`src/rtl/shift_reg_pkg.sv`:
```
// Shared definitions for the shift register command path.
// Mode codes, sequencer states and command entry sizing.
package shift_reg_pkg;

  localparam int MODE_W = 2;

  localparam logic [1:0] MODE_HOLD = 2'b00;
  localparam logic [1:0] MODE_SHR  = 2'b01;
  localparam logic [1:0] MODE_SHL  = 2'b10;
  localparam logic [1:0] MODE_LOAD = 2'b11;

  typedef enum logic {
    ST_IDLE,
    ST_RUN
  } state_t;

  // Entry is {mode, data, count}, count in the LSBs.
  function automatic int cmd_w(int width, int cnt_w);
    return MODE_W + width + cnt_w;
  endfunction

endpackage

```
`src/rtl/cmd_fifo.sv`:
```
// Synchronous FIFO for queued commands.
// Wrap-bit pointers; flush empties it in one edge.
module cmd_fifo #(
  parameter int W     = 10,
  parameter int DEPTH = 4
) (
  input  logic                     clk,
  input  logic                     rst_n,
  input  logic                     flush,
  input  logic                     push,
  input  logic                     pop,
  input  logic [W-1:0]             wr_data,
  output logic [W-1:0]             rd_data,
  output logic                     full,
  output logic                     empty,
  output logic [$clog2(DEPTH):0]   level
);

  localparam int AW = $clog2(DEPTH);

  logic [W-1:0] mem [DEPTH];
  logic [AW:0]  wptr;
  logic [AW:0]  rptr;
  logic         do_push;
  logic         do_pop;

  assign do_push = push && !full && !flush;
  assign do_pop  = pop && !empty && !flush;

  assign full  = (wptr[AW] != rptr[AW]) &&
                 (wptr[AW-1:0] == rptr[AW-1:0]);
  assign empty = (wptr == rptr);
  assign level = wptr - rptr;

  assign rd_data = mem[rptr[AW-1:0]];

  always_ff @(posedge clk) begin
    if (do_push) mem[wptr[AW-1:0]] <= wr_data;
  end

  always_ff @(posedge clk or negedge rst_n) begin
    if (!rst_n) begin
      wptr <= '0;
      rptr <= '0;
    end else if (flush) begin
      wptr <= '0;
      rptr <= '0;
    end else begin
      if (do_push) wptr <= wptr + 1'b1;
      if (do_pop)  rptr <= rptr + 1'b1;
    end
  end

endmodule

```
`src/rtl/shift_cmd_sequencer.sv`:
```
// Command sequencer for the 4-bit universal shift register.
// Plays queued {mode, data, count} commands, then holds.
module shift_cmd_sequencer
  import shift_reg_pkg::*;
#(
  parameter int WIDTH = 4,
  parameter int DEPTH = 4,
  parameter int CNT_W = 4
) (
  input  logic             clk,
  input  logic             rst_n,
  input  logic             flush,
  input  logic             cmd_valid,
  output logic             cmd_ready,
  input  logic [1:0]       cmd_mode,
  input  logic [WIDTH-1:0] cmd_data,
  input  logic [CNT_W-1:0] cmd_count,
  output logic [1:0]       sr_mode,
  output logic [WIDTH-1:0] sr_data,
  output logic             busy,
  output logic             done
);

  localparam int E  = cmd_w(WIDTH, CNT_W);
  localparam int AW = $clog2(DEPTH);

  logic [E-1:0]     head;
  logic [E-1:0]     entry;
  logic             full;
  logic             empty;
  logic [AW:0]      level;
  logic [AW:0]      occ_n;
  logic             push;
  logic             pop;
  logic             load;

  state_t           state;
  state_t           state_n;
  logic [CNT_W-1:0] cnt;
  logic [CNT_W-1:0] cnt_n;
  logic [1:0]       mode_n;
  logic [WIDTH-1:0] data_n;
  logic             busy_n;
  logic             done_n;

  assign entry     = {cmd_mode, cmd_data, cmd_count};
  assign cmd_ready = !full;
  assign push      = cmd_valid && !full && !flush;

  cmd_fifo #(
    .W     (E),
    .DEPTH (DEPTH)
  ) u_fifo (
    .clk     (clk),
    .rst_n   (rst_n),
    .flush   (flush),
    .push    (push),
    .pop     (pop),
    .wr_data (entry),
    .rd_data (head),
    .full    (full),
    .empty   (empty),
    .level   (level)
  );

  always_comb begin
    state_n = state;
    cnt_n   = cnt;
    mode_n  = sr_mode;
    data_n  = sr_data;
    load    = 1'b0;
    pop     = 1'b0;
    if (flush) begin
      state_n = ST_IDLE;
      cnt_n   = '0;
      mode_n  = MODE_HOLD;
    end else begin
      unique case (state)
        ST_IDLE: begin
          mode_n = MODE_HOLD;
          load   = !empty;
        end
        ST_RUN: begin
          if (cnt != '0) begin
            cnt_n = cnt - CNT_W'(1);
          end else if (!empty) begin
            load = 1'b1;
          end else begin
            state_n = ST_IDLE;
            mode_n  = MODE_HOLD;
          end
        end
      endcase
      if (load) begin
        pop     = 1'b1;
        state_n = ST_RUN;
        mode_n  = head[E-1 -: MODE_W];
        data_n  = head[CNT_W +: WIDTH];
        cnt_n   = head[CNT_W-1:0];
      end
    end
  end

  // Occupancy after this edge decides busy for the next cycle.
  always_comb begin
    occ_n  = level + {{AW{1'b0}}, push} - {{AW{1'b0}}, pop};
    busy_n = !flush && ((state_n == ST_RUN) || (occ_n != '0));
    done_n = !flush && (state_n == ST_RUN) && (cnt_n == '0);
  end

  always_ff @(posedge clk or negedge rst_n) begin
    if (!rst_n) begin
      state   <= ST_IDLE;
      cnt     <= '0;
      sr_mode <= MODE_HOLD;
      sr_data <= '0;
      busy    <= 1'b0;
      done    <= 1'b0;
    end else begin
      state   <= state_n;
      cnt     <= cnt_n;
      sr_mode <= mode_n;
      sr_data <= data_n;
      busy    <= busy_n;
      done    <= done_n;
    end
  end

endmodule
```
`config.mk`:
```
export PLATFORM = sky130hd
export DESIGN_NAME = shift_cmd_sequencer
export DESIGN_NICKNAME = d
export VERILOG_FILES = /design/src/rtl/shift_reg_pkg.sv /design/src/rtl/cmd_fifo.sv /design/src/rtl/shift_cmd_sequencer.sv
export SDC_FILE = /design/constraint.sdc
export NUM_CORES = 1
export LEC_CHECK = 0
export CAP_MARGIN = 20
export CORE_MARGIN = 8
export CORE_UTILIZATION = 25
export DETAILED_ROUTE_END_ITERATION = 6
export GPL_TIMING_DRIVEN = 0
export SLEW_MARGIN = 20
export SYNTH_ARGS = -nofsm -noshare
export SYNTH_HDL_FRONTEND = slang
export SYNTH_SLANG_ARGS = --single-unit
```
`constraint.sdc`:
```
create_clock -name clk -period 2.8 [get_ports clk]
set_input_delay 0.56 -clock clk [delete_from_list [all_inputs] [get_ports clk]]
set_output_delay 0.56 -clock clk [all_outputs]
set_load 0.005 [all_outputs]
```
==> results of run 1 <==
logic make-up after synthesis:
kind of cell,after synthesis
multiplexers,17
flip-flops,59
adder cells (fa/ha/maj),11
AND/OR/NAND/NOR,34
AO/OA/AOI/OAI,14
XOR/XNOR,12
buffers and inverters,14
through the flow:
| stage | power (mW) | cell area (µm²) |
|---|---|---|
| floorplan | 1.82 | 2680 |
| global placement | 2.11 | 3070 |
| detailed placement | 2.13 | 3070 |
| CTS | 3.12 | 3400 |
| global route | 3.31 | 3440 |
| finish | 3.12 | 3440 |
routing by layer:
metal  vias up  global-route usage [%]  part of all wire, %
met2        25                    12.8                   51
met4         0                    4.98                  2.8
met1       728                    8.43                   43
met3        10                    2.03                  3.7
met5         -                       0                    0
li1        695                       -                    -
critical path, stage by stage (launching register included):
cell and delay, ns:
dfrtp_1 0.40, inv_2 0.08, ha_4 0.12, inv_2 0.04, o31ai_4 0.22, nand2_4 0.09, nor2_4 0.10, inv_2 0.05
fa_2 0.35, inv_2 0.06, fa_1 0.39, inv_1 0.07, ha_2 0.19, xnor2_2 0.12, xnor2_1 0.09, nor3_1 0.16
a31oi_1 0.12
flip-flops by register name, indices dropped and copies added (netlist names):
| name | cells |
|---|---|
| u_fifo.mem | 40 |
| done | 1 |
| sr_mode | 2 |
| state | 1 |
| u_fifo.rptr | 3 |
| u_fifo.wptr | 3 |
| busy | 1 |
| cnt | 4 |
| sr_data | 4 |
report_power, final:
part	internal [mW]	switching, mW
clock network	0.502	0.335
logic	0.619	0.512
registers	1.05	0.102
cell usage in the layout (no fill, tap or decap), drive strengths merged, types with 2 or more instances in the layout:
master / instances
edfxtp: 40
clkdlybuf4s50: 22
dfrtp: 19
buf: 15
clkbuf: 11
mux4: 10
ha: 9
inv: 9
xnor2: 9
nor2: 7
nand3: 6
nand2: 6
a21oi: 5
and2: 4
mux2: 4
nand2b: 3
mux2i: 3
xor2: 3
clkinv: 3
o31a: 2
and3: 2
bufinv: 2
o32ai: 2
fa: 2
timing repair:
item                                    in CTS  in global routing
setup buffers                               10                  1
endpoints found under the setup margin       1                  1
pin swaps                                    9                  6
resized for setup                           11                  4
final timing paths:
check,start,end
min in group asynchronous,rst_n,u_fifo.wptr[2]
min,sr_data[2],sr_data[2]
max,cnt[1],busy
max reg2reg,cnt[1],busy
min reg2reg,sr_data[2],sr_data[2]
max in group asynchronous,rst_n,u_fifo.rptr[1]
area by class of cell:
type                    count  area, µm²  area share [%]
plain buffers               5       36.3            1.06
well taps                 136        170            4.95
clock inverters             6       90.1            2.62
inverters                   9       33.8           0.983
flip-flops and latches     59       1680            48.9
repair buffers             33        303            8.81
clock buffers              10        128            3.71
multi-input cells          88        996            29.0
==> impl_metrics.toml, run 1 <==
[outcome]
status = "finished clean"

[drt]
drcViolationCount = 0
drtIter0Drc = 48
vias = 1458
avgViaCountPerCell = 4.21
wl_per_cell_um = 14.5
drtPass1Iterations = 4
ant_nets = 0
drt-total-wl_um = 5030

[die]
die_x_um = 119
die_h_um = 119
ios = 23
coreArea_mm2 = 0.0103
initial_core_util_pct = 25.8
dieArea_mm2 = 0.0142
num_rows = 37

[clocking]
ctsRootBufferMaster = "clkbuf_8"
cts.sinks = 59
cts_buffers = 9
path_clk_slew_ns = 0.07
clk_latency_ns = 0.33
cts_max_path_buffers = 2
hold_buffers = 0
htreeDepth = 3
cts_tree = "built"

[finish]
utilization_pct = 33.3
drive_above_1_share_pct = 29.5
area_growth_pct = 29.2
stdcell_count = 346
fill_cells = 1000
num_antenna_cells = 0
final_nets = 230

[place]
io_buffers = 22
place.gp.congestion = 0.701
hpwl_um = 3390
place_ws_ns = -0.371
placedCellCount = 319

[timing]
fin_worst_skew_ns = 0.00619
setup_slack_ns = 0.0209
tightest_slew_ns = 0.896
tns_ns = 0
fmax_mhz = 360
setup_violations = 0
final_max_slew_viol_count = 0
fin_crit_ns = 2.78
max_slew_margin_pct = 40.1
hold_viol_final = 0
holdWs_ns = 0.514
rsz0062_at_grt = "yes"
period_share_pct = 99.3

[synthesis]
synth_top_area_share_pct = 45.2
synth-compound-area-share_pct = 4.09
synthAdderAreaFrac_pct = 5.74
synth_fp_nets = 186
synth_cells = 161
synth.distinct_cells = 40
syn_avg_cell_area_um2 = 16.5
synth-simple-area-share_pct = 7.53
synth_top_family_by_area = "multiplexers"
ys_seq_area_share_pct = 63.1
ys_ff_latch = 59
yosysMostFrequentCell = "edfxtp_1"
synth_edf_count = 40
synth_xor_xnor_area_share_pct = 4.80
yosysTopAreaCell = "edfxtp_1"
synth.mux.area_fraction_pct = 12.1
ys.flop_type = "edfxtp_1"
ys_async_sr_fraction_pct = 32.2
netlist_area_mm2 = 0.00266
yosys-top-cells-area = "edfxtp_1 (45%), dfrtp_1 (18%), mux4_1 (5.9%)"
ys_warn_count = 0
ys_top_cells_by_count = "edfxtp_1 (40), dfrtp_1 (19), ha_1 (9)"

[worst_hold_path]
hold_path_class = "reg2reg"
min_path_cells = 1

[worst_setup_path]
crit_required_ns = 2.99
r2r_setup_slack_ns = 0.02
crit_type = "reg2reg"
rr_worst_depth = 16
cp.arrival_ns = 2.97
startpoint_type = "flop"
cp-end-kind = "flop"
path_max_fanout = 2

[global_routing]
grt_usage_pct = 7.63
antenna_found_initial = 0
grt_pass1_wl_um = 8230
overflow = 0
grt_pass1_vias = 1599
grt_max_degree = 20

[pwr]
power_density_mw_per_mm2 = 908
ir_drop_mv = 0.242
p_leak_nw = 1.25

[run]
drv_cap = 0
Power figures use the tool's default switching activity.
==> inputs of run 2 (changes only) <==
- PLACE_DENSITY_LB_ADDON: default -> 0.25
==> run 2 against run 1 <==
Against the previous run:
- highest routed layer unchanged
- critical path depth unchanged
- hold slack worse by 0.0023 ns
- combinational power down 11%
- worst setup slack worse by 0.013 ns
- routed wire length down 0.98%
==> impl_metrics.toml, run 2 (synthesis results as in run 1) <==
[outcome]
status = "finished clean"

[place]
io_buffers = 22
place.gp.congestion = 0.675
placedCellCount = 319
place_ws_ns = -0.371
hpwl_um = 3440

[worst_hold_path]
hp-start = "sr_data[3]"
hold_path_class = "reg2reg"

[finish]
area_growth_pct = 24.5
num_antenna_cells = 0
fill_cells = 1004
largest_register_ffs = 40
final_nets = 222
final_cell_mix = "edfxtp_1 (40), clkdlybuf4s50_1 (22), dfrtp_1 (18)"
drive_above_1_share_pct = 24.3
multi_input_area_um2 = 948
final_common_cell = "edfxtp_1"
stdcell_count = 338
register_area_mm2 = 0.00168

[worst_setup_path]
cp-end-kind = "flop"
cp.arrival_ns = 2.99
path_cells = "inv_2, ha_1, inv_2, o31ai_4, nand2_4, nor2_4, inv_2, fa_1, inv_1, fa_1, inv_1, ha_1, xnor2_1, xnor2_1, nor3_2, a31oi_1"
r2r_start = "cnt[1]"
slowest_delay_ns = 0.42
cp_slowest_cell = "dfrtp_1"
crit_required_ns = 3.00
path_max_fanout = 3
startpoint_type = "flop"
crit_start = "cnt[1]"
critPathMostFrequentCell = "inv_2"
crit_type = "reg2reg"

[run]
drv_cap = 0

[timing]
tightest_slew_ns = 0.882
period_share_pct = 99.7
max_slew_margin_pct = 41.0
fin_worst_skew_ns = 0.0115
rsz0062_at_grt = "yes"
setup_slack_ns = 0.00760
fmax_mhz = 358
hold_viol_final = 0
setup_violations = 0
fin_crit_ns = 2.79
final_max_slew_viol_count = 0

[die]
die_h_um = 119
num_rows = 37
coreArea_mm2 = 0.0103
ios = 23
dieArea_mm2 = 0.0142
initial_core_util_pct = 25.8
die_x_um = 119

[clocking]
path_clk_slew_ns = 0.07
cts.sinks = 59
hold_buffers = 0
cts_max_path_buffers = 2
clk_latency_ns = 0.33
ctsRootBufferMaster = "clkbuf_8"
cts_buffers = 9
cts_tree = "built"
htreeDepth = 3

[pwr]
power_frac_comb_pct = 34.6
ir_drop_mv = 0.225
p_sw_uw = 933
p_leak_nw = 1.20
p_seq_share_pct = 39.1
switching_share_pct = 31.9
pwr-share-clk_pct = 26.3
power_density_mw_per_mm2 = 883
cellInternalPower_mw = 1.99

[drt]
drt-total-wl_um = 4980
drcViolationCount = 0
vias = 1413
ant_nets = 0
avgViaCountPerCell = 4.18
drtIter0Drc = 34
drtPass1Iterations = 4
wl_per_cell_um = 14.7

[global_routing]
grt_usage_pct = 7.70
grt_max_degree = 20
overflow = 0
grt_pass1_vias = 1589
antenna_found_initial = 0
grt_pass1_wl_um = 8370
[run 2: changes by cell type in the layout (fill, tap and decap cells not counted), sizes merged]
| cell | change |
|---|---|
| clkinvlp | +1 |
| clkbuf | -1 |
| bufinv | -1 |
| inv | +1 |
| buf | -8 |
[run 2: worst max-delay path, delay by kind of cell (launching register included)]
family,cells,cell delay (ns)
AO/OA/AOI/OAI,2,0.33
adder cells (fa/ha/maj),4,1.07
flip-flops,1,0.42
XOR/XNOR,2,0.22
buffers and inverters,5,0.30
AND/OR/NAND/NOR,3,0.34
[run 2: worst paths after layout]
check | cells past startpoint | end | slack, ns
max | 16 | busy | 0.008
min | 1 | sr_data[3] | 0.51
max reg2reg | 16 | busy | 0.008
min reg2reg | 1 | sr_data[3] | 0.51
max in group asynchronous | 1 | u_fifo.wptr[0] | 1.48
min in group asynchronous | 1 | u_fifo.wptr[2] | 0.73
[run 2: through the flow]
| step | power (mW) | setup TNS, ns | hold slack (ns) | instance area [µm²] | util [%] |
|---|---|---|---|---|---|
| 2_1_floorplan | 1.82 | 0 | 0.264 | 2680 | - |
| 5_1_grt | 3.11 | -0.200 | 0.537 | 3310 | 32.1 |
| 3_5_place_dp | 2.13 | -0.371 | 0.504 | 3070 | 29.7 |
| 6_report | 2.92 | 0 | 0.511 | 3310 | 32.1 |
| 4_1_cts | 2.97 | -0.00683 | 0.519 | 3310 | 32.1 |
| 3_3_place_gp | 2.13 | -0.397 | 0.497 | 3070 | 29.7 |
[run 2: layout make-up]
class / count / share of cell area (%)
flip-flops and latches: 59 / 50.7
multi-input cells: 88 / 28.7
repair buffers: 25 / 7.33
well taps: 136 / 5.14
clock buffers: 9 / 3.74
clock inverters: 7 / 2.31
plain buffers: 5 / 1.10
inverters: 9 / 1.02
[run 2: what timing repair did]
action / 4_1_cts / 5_1_grt
setup buffers: 3 / 0
setup endpoints to repair: 1 / 1
resized for setup: 6 / 0
pin swaps: 4 / 0
[run 2: power by group through the flow]
| stage | logic (mW) | registers (mW) | clock network (mW) |
|---|---|---|---|
| 2_1_floorplan | 0.674 | 1.15 | 0 |
| 3_3_place_gp | 0.968 | 1.17 | 0 |
| 3_5_place_dp | 0.962 | 1.17 | 0 |
| 4_1_cts | 1.03 | 1.15 | 0.793 |
| 5_1_grt | 1.13 | 1.16 | 0.821 |
| 6_report | 1.01 | 1.14 | 0.768 |
[run 2: routing by layer]
metal | share of wire, % | global-route usage, % | vias to the layer above
li1 | - | - | 678
met3 | 3.6 | 2.60 | 4
met5 | 0 | 0 | -
met2 | 46 | 11.3 | 24
met4 | 1.6 | 4.27 | 0
met1 | 49 | 9.77 | 707
==> inputs of run 3 (changes only) <==
- CORE_UTILIZATION: 25 -> 45
- GPL_TIMING_DRIVEN: 0 -> default
- PLACE_DENSITY: default -> 0.75
- PLACE_DENSITY_LB_ADDON: 0.25 -> default
==> run 3 against run 2 <==
Against the previous run:
- the flow now finishes with violations (negative setup slack)
- register-to-register slack got worse by 0.04 ns
- critical path depth is the same
- worst setup slack lost 0.038 ns
- combinational power is 11% higher
- clock skew fell by 0.0058 ns
- clock-buffer cell count grew 2
- total power rose by 5.6%
- hold slack worse by 0.0045 ns
- critical endpoint unchanged
- largest cell class unchanged
==> impl_metrics.toml, run 3 (synthesis results as in run 1) <==
[outcome]
status = "finished with violations"
violations = "negative setup slack"

[worst_setup_path]
startpoint_type = "flop"
crit_required_ns = 3.01
r2r_end = "busy"
worstSetupEndpoint = "busy"
crit_start = "cnt[0]"
cp-end-kind = "flop"
r2r_start = "cnt[0]"
rr_worst_depth = 16
r2r_setup_slack_ns = -0.03
cp.arrival_ns = 3.04
crit_type = "reg2reg"
path_max_fanout = 3

[finish]
final_common_cell = "edfxtp_1"
largest_register_ffs = 40
fill_cells = 475
area_growth_pct = 25.5
num_antenna_cells = 0
final_cell_mix = "edfxtp_1 (40), clkdlybuf4s50_1 (22), dfrtp_1 (19)"
finalInstanceArea_mm2 = 0.00334
final_nets = 231
drive_above_1_share_pct = 28.4

[drt]
wl_per_cell_um = 16.8
vias = 1480
drt-total-wl_um = 4810
avgViaCountPerCell = 5.17
drtPass1Iterations = 4
drcViolationCount = 0
ant_nets = 0
drtIter0Drc = 97

[die]
dieArea_mm2 = 0.00862
die_x_um = 92.9
ios = 23
num_rows = 28
initial_core_util_pct = 45.7
die_h_um = 92.9
coreArea_mm2 = 0.00582

[timing]
period_share_pct = 101
final_max_slew_viol_count = 0
setup_slack_ns = -0.0301
setup_violations = 1
fin_crit_ns = 2.83
tns_ns = -0.0301
holdWs_ns = 0.507
hold_viol_final = 0
fmax_mhz = 353
max_slew_margin_pct = 62.6
rsz0062_at_grt = "yes"
tightest_slew_ns = 0.561
fin_worst_skew_ns = 0.00573

[place]
io_buffers = 22
place_ws_ns = -0.110
place.gp.congestion = 0.763
hpwl_um = 3300
placed_cell_area_mm2 = 0.00307

[global_routing]
grt_pass1_wl_um = 7780
overflow = 0
grt_pass1_vias = 1568
antenna_found_initial = 0
grt_max_degree = 20
grt_usage_pct = 11.9

[clocking]
clk_latency_ns = 0.33
cts.sinks = 59
cts_max_path_buffers = 2
path_clk_slew_ns = 0.07
hold_buffers = 0
htreeDepth = 3
ctsRootBufferMaster = "clkbuf_8"
cts_tree = "built"
cts_buffers = 9

[run]
drv_cap = 0

[worst_hold_path]
hold_path_class = "reg2reg"

[pwr]
ir_drop_mv = 0.415
power_density_mw_per_mm2 = 925
p_leak_nw = 1.25
-- run 3: layout make-up --
type,instances,area [µm²],share of cell area (%)
repair buffers,39,348,10.4
clock buffers,11,141,4.24
clock inverters,5,77.6,2.32
well taps,75,93.8,2.81
flip-flops and latches,59,1680,50.2
inverters,9,33.8,1.01
multi-input cells,88,966,28.9
-- run 3: how the worst min path moves through the flow --
stage,startpoint,to,slack (ns),depth (start not counted)
detailed placement,sr_data[1],sr_data[1],0.50,1
finish,sr_data[1],sr_data[1],0.51,1
CTS,sr_data[1],sr_data[1],0.51,1
floorplan,rst_n,busy,0.26,0
global placement,sr_data[1],sr_data[1],0.49,1
global route,sr_data[2],sr_data[2],0.53,1
-- run 3: what timing repair did --
action,in CTS,in global routing
cloned,0,0
setup buffers,0,2
gates resized for setup,0,9
pin swaps,0,8
endpoints found under the hold margin,0,0
endpoints found under the setup margin,1,1
-- run 3: per-layer routing --
metal	share of wire, %	global-route usage [%]	routed length (µm)
met4	2.5	6.58	119
met3	3.3	3.24	161
met1	46	14.6	2210
met5	0	0	0
met2	48	18.7	2320
-- run 3: worst max-delay path: stages (launching register included) --
cell     delay (ns)
dfrtp_1        0.39
inv_2          0.09
ha_4           0.13
inv_2          0.04
o31ai_4        0.25
nand2_2        0.11
nor2_4         0.10
inv_2          0.05
fa_2           0.34
inv_2          0.06
fa_1           0.42
inv_2          0.08
ha_4           0.13
xnor2_2        0.11
xnor2_1        0.09
nor3_1         0.20
a31oi_1        0.10
-- run 3: power breakdown --
group | total (mW) | switching [mW] | internal (mW)
logic | 1.12 | 0.526 | 0.591
clock network | 0.849 | 0.327 | 0.522
registers | 1.12 | 0.0733 | 1.05
-- run 3: metrics by stage --
stage	std cells	power (mW)	utilization, %
global placement	268	2.17	52.8
global route	286	3.26	57.4
floorplan	161	1.82	-
detailed placement	268	2.19	52.8
CTS	284	3.05	56.5
finish	286	3.09	57.4
